**config.mk**
```make
export PLATFORM = sky130hd
export DESIGN_NAME = data_encrypt
export DESIGN_NICKNAME = d
export VERILOG_FILES = /design/src/rtl/data_crypt_pkg.sv /design/src/rtl/crypt_shift_reg.sv /design/src/rtl/data_encrypt.sv
export SDC_FILE = /design/constraint.sdc
export NUM_CORES = 1
export LEC_CHECK = 0
export ABC_AREA = 1
export CORE_AREA = 2 2 39 41
export DETAILED_ROUTE_END_ITERATION = 8
export DIE_AREA = 0 0 41 43
export HOLD_SLACK_MARGIN = 0.06
export SETUP_SLACK_MARGIN = 0.3
export SLEW_MARGIN = 0
export SYNTH_ARGS = -nofsm -noshare
export SYNTH_HDL_FRONTEND = slang
export SYNTH_SLANG_ARGS = --single-unit
```
**constraint.sdc**
```tcl
create_clock -name i_clk -period 2.3 [get_ports i_clk]
set_clock_uncertainty 0.1 [all_clocks]
set_input_delay 0.46 -clock i_clk [delete_from_list [all_inputs] [get_ports i_clk]]
set_output_delay 0.46 -clock i_clk [all_outputs]
set_load 0.01 [all_outputs]
```
**src/rtl/data_crypt_pkg.sv**
```systemverilog
// -----------------------------------------------------------------------------
// data_crypt_pkg
// Constants and helpers shared by data_encrypt and data_decrypt. Both sides of
// the serial link take their defaults from here so the scrambler and the
// descrambler always use the same polynomial.
//   CRYPT_WIDTH     : history register length (polynomial degree)
//   CRYPT_TAPS      : feedback mask, bit k = code bit from k+1 cycles ago
//   CRYPT_SEED      : history value loaded on reset
//   crypt_feedback  : XOR-reduced parity of (history & taps)
// -----------------------------------------------------------------------------
package data_crypt_pkg;

    localparam int unsigned CRYPT_MAX_WIDTH = 32;
    localparam int unsigned CRYPT_WIDTH     = 7;

    // x^7 + x^4 + 1: code[n] = d[n] ^ code[n-4] ^ code[n-7]
    localparam logic [CRYPT_WIDTH-1:0] CRYPT_TAPS = 7'b1001000;
    localparam logic [CRYPT_WIDTH-1:0] CRYPT_SEED = '0;

    // Arguments are zero-extended to the widest legal history so one function
    // serves every WIDTH; unused upper tap bits are zero and drop out.
    function automatic logic crypt_feedback(
        input logic [CRYPT_MAX_WIDTH-1:0] history,
        input logic [CRYPT_MAX_WIDTH-1:0] taps
    );
        return ^(history & taps);
    endfunction

endpackage

```
**src/rtl/crypt_shift_reg.sv**
```systemverilog
// -----------------------------------------------------------------------------
// crypt_shift_reg
// WIDTH-bit serial-in history register for the scrambler/descrambler pair.
// Bit 0 holds the most recently shifted bit. A synchronous reset loads SEED.
//   i_clk   in  1      clock, rising edge
//   i_rst   in  1      synchronous active-high reset (loads SEED)
//   i_bit   in  1      bit shifted in at bit 0 on every non-reset edge
//   o_hist  out WIDTH  current history, o_hist[k] = bit from k+1 edges ago
// -----------------------------------------------------------------------------
module crypt_shift_reg
    import data_crypt_pkg::*;
#(
    parameter int unsigned      WIDTH = CRYPT_WIDTH,
    parameter logic [WIDTH-1:0] SEED  = WIDTH'(CRYPT_SEED)
) (
    input  logic             i_clk,
    input  logic             i_rst,
    input  logic             i_bit,
    output logic [WIDTH-1:0] o_hist
);

    logic [WIDTH-1:0] r_hist;

    always_ff @(posedge i_clk) begin
        if (i_rst) begin
            r_hist <= SEED;
        end else begin
            r_hist <= {r_hist[WIDTH-2:0], i_bit};
        end
    end

    assign o_hist = r_hist;

endmodule

```
**src/rtl/data_encrypt.sv**
```systemverilog
// -----------------------------------------------------------------------------
// data_encrypt
// Self-synchronizing (multiplicative) scrambler. Each plaintext bit is XORed
// with the parity of tapped earlier code bits; the code bit is registered on
// o_code and also shifted into the history. One code bit per clock, no enable.
//   WIDTH   history length, 2..32
//   TAPS    feedback mask, bit k = code bit from k+1 cycles ago
//   SEED    history value loaded on reset
//   i_clk   in  1  clock, rising edge
//   i_rst   in  1  synchronous active-high reset; i_data ignored that edge
//   i_data  in  1  plaintext bit, sampled every rising edge
//   o_code  out 1  registered code bit, 0 after a reset edge
// -----------------------------------------------------------------------------
module data_encrypt
    import data_crypt_pkg::*;
#(
    parameter int unsigned      WIDTH = CRYPT_WIDTH,
    parameter logic [WIDTH-1:0] TAPS  = WIDTH'(CRYPT_TAPS),
    parameter logic [WIDTH-1:0] SEED  = WIDTH'(CRYPT_SEED)
) (
    input  logic i_clk,
    input  logic i_rst,
    input  logic i_data,
    output logic o_code
);

    localparam logic [CRYPT_MAX_WIDTH-1:0] TAPS_EXT = CRYPT_MAX_WIDTH'(TAPS);

    logic [WIDTH-1:0]           w_hist;
    logic [CRYPT_MAX_WIDTH-1:0] w_hist_ext;
    logic                       w_fb;
    logic                       w_code;
    logic                       r_code;

    crypt_shift_reg #(
        .WIDTH (WIDTH),
        .SEED  (SEED)
    ) u_hist (
        .i_clk  (i_clk),
        .i_rst  (i_rst),
        .i_bit  (w_code),
        .o_hist (w_hist)
    );

    assign w_hist_ext = CRYPT_MAX_WIDTH'(w_hist);
    assign w_fb       = crypt_feedback(w_hist_ext, TAPS_EXT);
    assign w_code     = i_data ^ w_fb;

    always_ff @(posedge i_clk) begin
        if (i_rst) begin
            r_code <= 1'b0;
        end else begin
            r_code <= w_code;
        end
    end

    assign o_code = r_code;

endmodule

```
* Word level (Yosys, flattened, before mapping) *
Index checks and enable logic that the tools add are counted.
W data, S select, Z words.

cells by class
  bitwise gates (word level) = 1
  reduce and logical (&&, ||, !) cells = 1

operators by type and width
  cell                number
  $reduce_xor A32 Y1  1
  $xor A1 B1 Y1       1

word-level totals
  flip-flop bits (word level) = 8
  bits of input ports = 3
  output and inout bits = 1
  word-level logic and storage cells = 4

* Logic depth before layout (Yosys ltp) *
  word-level depth = 2
  gate-level depth with buffers = 5
  depth with buffers taken out = 5

* Hierarchy *
A second synthesis with hierarchy kept.

second synthesis, totals
  cells, all modules = 33
  area total of the unflattened synthesis = 257.7 sq um

modules (own cells, without submodules)
  module           times used  cells each  area an instance (sq um)  sequential area each (sq um)
  crypt_shift_reg  1           21          192.7                     140.1
  data_encrypt     1           12          65.1                      20.0

* Worst setup path after synthesis *
No wires, ideal clock.

  path type = input to register
  start = in i_data
  end = reg u_hist.r_hist[0] (netlist: u_hist.o_hist[0])
  arrival = 0.698 ns
  setup slack = 1.387 ns
  stages = 4
  cell sequence = inv_1 > nand2_1 > a21oi_1 > nor2_1

between the ends
  word-level cells in the longest chain between the ends = 1

ends and longest elaborated chain
  element               line                   text
  start, declared       data_encrypt.sv:23     input logic i_data,
  $xor A1 B1 Y1         data_encrypt.sv:47     assign w_code = i_data ^ w_fb;
  end signal, assigned  crypt_shift_reg.sv:28  r_hist <= {r_hist[WIDTH-2:0], i_bit};
  end, declared         crypt_shift_reg.sv:22  logic [WIDTH-1:0] r_hist;

Every way passes these cells.
A chain may end at the register's enable or synchronous reset.

==> out/metrics.yaml <==
grt:
  gr-total-overflow: 0
  grt_pass1_vias: 138
  use_met2: 0.0406
  grt_use_total: 0.0574
  use_met1: 0.0649
  grt-busiest-layer: "met4"
  antenna_found_initial: 0
  grt_pass1_wl_um: 545
  grt_max_degree: 8
  use_met3: 0.0471
synth:
  synthCells: 28
  synth_area_leaders: "dfxtp_1 63%, inv_1 15%, nor2_1 12%, nand2_1 5.1%, a21oi_1 2.3%"
  synth_top_area_frac: 0.633
  ys_ff_latch: 7
  synth_cell_types: 6
  synth.yosys.warnings: 0
  avgSynthCellArea_sq_um: 7.91
  synth_area_sq_um: 221
  ys_seq_area_frac: 0.633
  syn_nets: 31
  synth_top_area_cell: "dfxtp_1"
timing:
  hold_ws_ps: 298
  tightest_slew_ps: 228
  drv_slew: 0
  fin_crit_sh: 0.721
  rsz0062_at_grt: "false"
  hold_viol: 0
  max_slew_margin: 0.847
  finalSetupTns_ps: 0
  fmax_mhz: 603
  min_period_ps: 1660
  final-setup-viol-count: 0
finish:
  drive_above_1_share: 0.0857
  antenna-diode-count: 0
  syn_to_final_growth_pct: 34.5
  largest_reg_flops: 7
  nFillCells: 153
  final_nets: 39
worst_setup_path:
  cp_top_family: "buffers and inverters"
  critPathLaunchType: "flip-flop"
  critPathRequiredTime_ps: 1740
  cpPeakStageDelay_ps: 530
  cp_num_buf_inv: 1
  path_max_fanout: 2
  cp_slowest_cell: "clkdlybuf4s50_1"
  cp.arrival_ps: 1100
  cp-end-kind: "output pin"
  worstSetupPathType: "flip-flop to output pin"
  crit_chain: "clkdlybuf4s50_1"
cts:
  clock_latency_ps: 250
  cts_tree: "built"
  clock-sinks: 7
  root_buffer: "clkbuf_4"
  postCtsSetupBuffers: 0
  htreeDepth: 1
  clkTransAtPathRegs_ps: 50
  cts-resized-gates: 0
  cts.path.max_buffers: 2
  holdBufCountCts: 0
  cts_inserted_buffers: 3
route:
  wl_um: 318
  drc: 0
  vias_per_cell: 3.16
  vias: 161
  antenna_left: 0
  drt_iter0_drc: 1
  wl_per_cell_um: 6.24
  first_pass_iters: 2
floorplanning:
  io_pins: 4
  start_util: 0.160
  rows: 14
  die_x_um: 41
  coreArea_sq_um: 1380
  die_y_um: 43
  dieArea_sq_um: 1760
worst_hold_path:
  min_path_type: "flip-flop to flip-flop"
pwr:
  p_per_area_nw_per_um2: 835
  leakage_uw: 0.000129
  vdd_drop_max_v: 0.000193
placement:
  numPortBuffers: 3
  routabilityCongestion: 0.652
  hpwl_um: 215
status:
  outcome: "finished, final reports clean"
job:
  maxCapViolCount: 0
cells in the mapped netlist:
cell type,count
inv_1,9
dfxtp_1,7
nand3_1,1
nor2_1,7
nand2_1,3
a21oi_1,1
layer usage:
| metal | share of wire | up-vias | wire (um) |
|---|---|---|---|
| met1 | 0.53 | 65 | 168 |
| met4 | 0.016 | 0 | 5 |
| met3 | 0.088 | 2 | 28 |
| met2 | 0.36 | 4 | 116 |
| met5 | 0 | - | 0 |
| li1 | - | 90 | - |
final cells by class:
type | count | area, sq um | share of cell area
Timing Repair Buffer | 3 | 30.0 | 0.101
Multi-Input combinational cell | 12 | 47.5 | 0.160
Sequential cell | 7 | 140 | 0.471
Clock buffer | 4 | 26.3 | 0.0882
Inverter | 9 | 33.8 | 0.113
Tap cell | 16 | 20.0 | 0.0672
metrics by stage:
stage	total power, uW	util	instance area [sq um]	setup WS [ps]	cells
after floorplan	133	-	221	1390	28
after global placement	140	0.196	272	869	47
after detailed placement	141	0.196	272	858	47
after CTS	254	0.215	298	626	51
after global routing	267	0.215	298	591	51
final	249	0.215	298	643	51
worst paths after layout:
check | startpoint | to | slack, ps | cells after the start
worst max-delay path | u_hist.o_hist[0] | o_code | 640 | 1
worst min-delay path | u_hist.o_hist[2] | u_hist.o_hist[3] | 300 | 2
worst max register to register | u_hist.o_hist[6] | u_hist.o_hist[0] | 1490 | 4
worst min register to register | u_hist.o_hist[2] | u_hist.o_hist[3] | 300 | 2
kinds of logic (layout without fill, tap and decap cells):
logic type,after synthesis,count (layout),share of synthesized area
DFF,7,7,0.633
buffers and inverters,9,16,0.153
and+or+nand+nor,11,11,0.192
AOI/OAI and AO/OA,1,1,0.0226
where the power goes:
group	leakage, uW	total, uW	switching [uW]	internal [uW]
combinational	0.0000569	12.5	5.78	6.70
clock	0.0000150	111	44.5	66.2
sequential	0.0000570	125	0.921	124
total	0.000129	249	51.2	197
placed cells by master, fill, tap and decap left out:
cell type        instances
a21oi_1                  1
clkbuf_1                 1
clkbuf_4                 3
clkdlybuf4s50_1          3
dfxtp_1                  7
inv_1                    9
nand2_1                  3
nand3_1                  1
nor2_1                   7
Power figures use the tool's default switching activity.
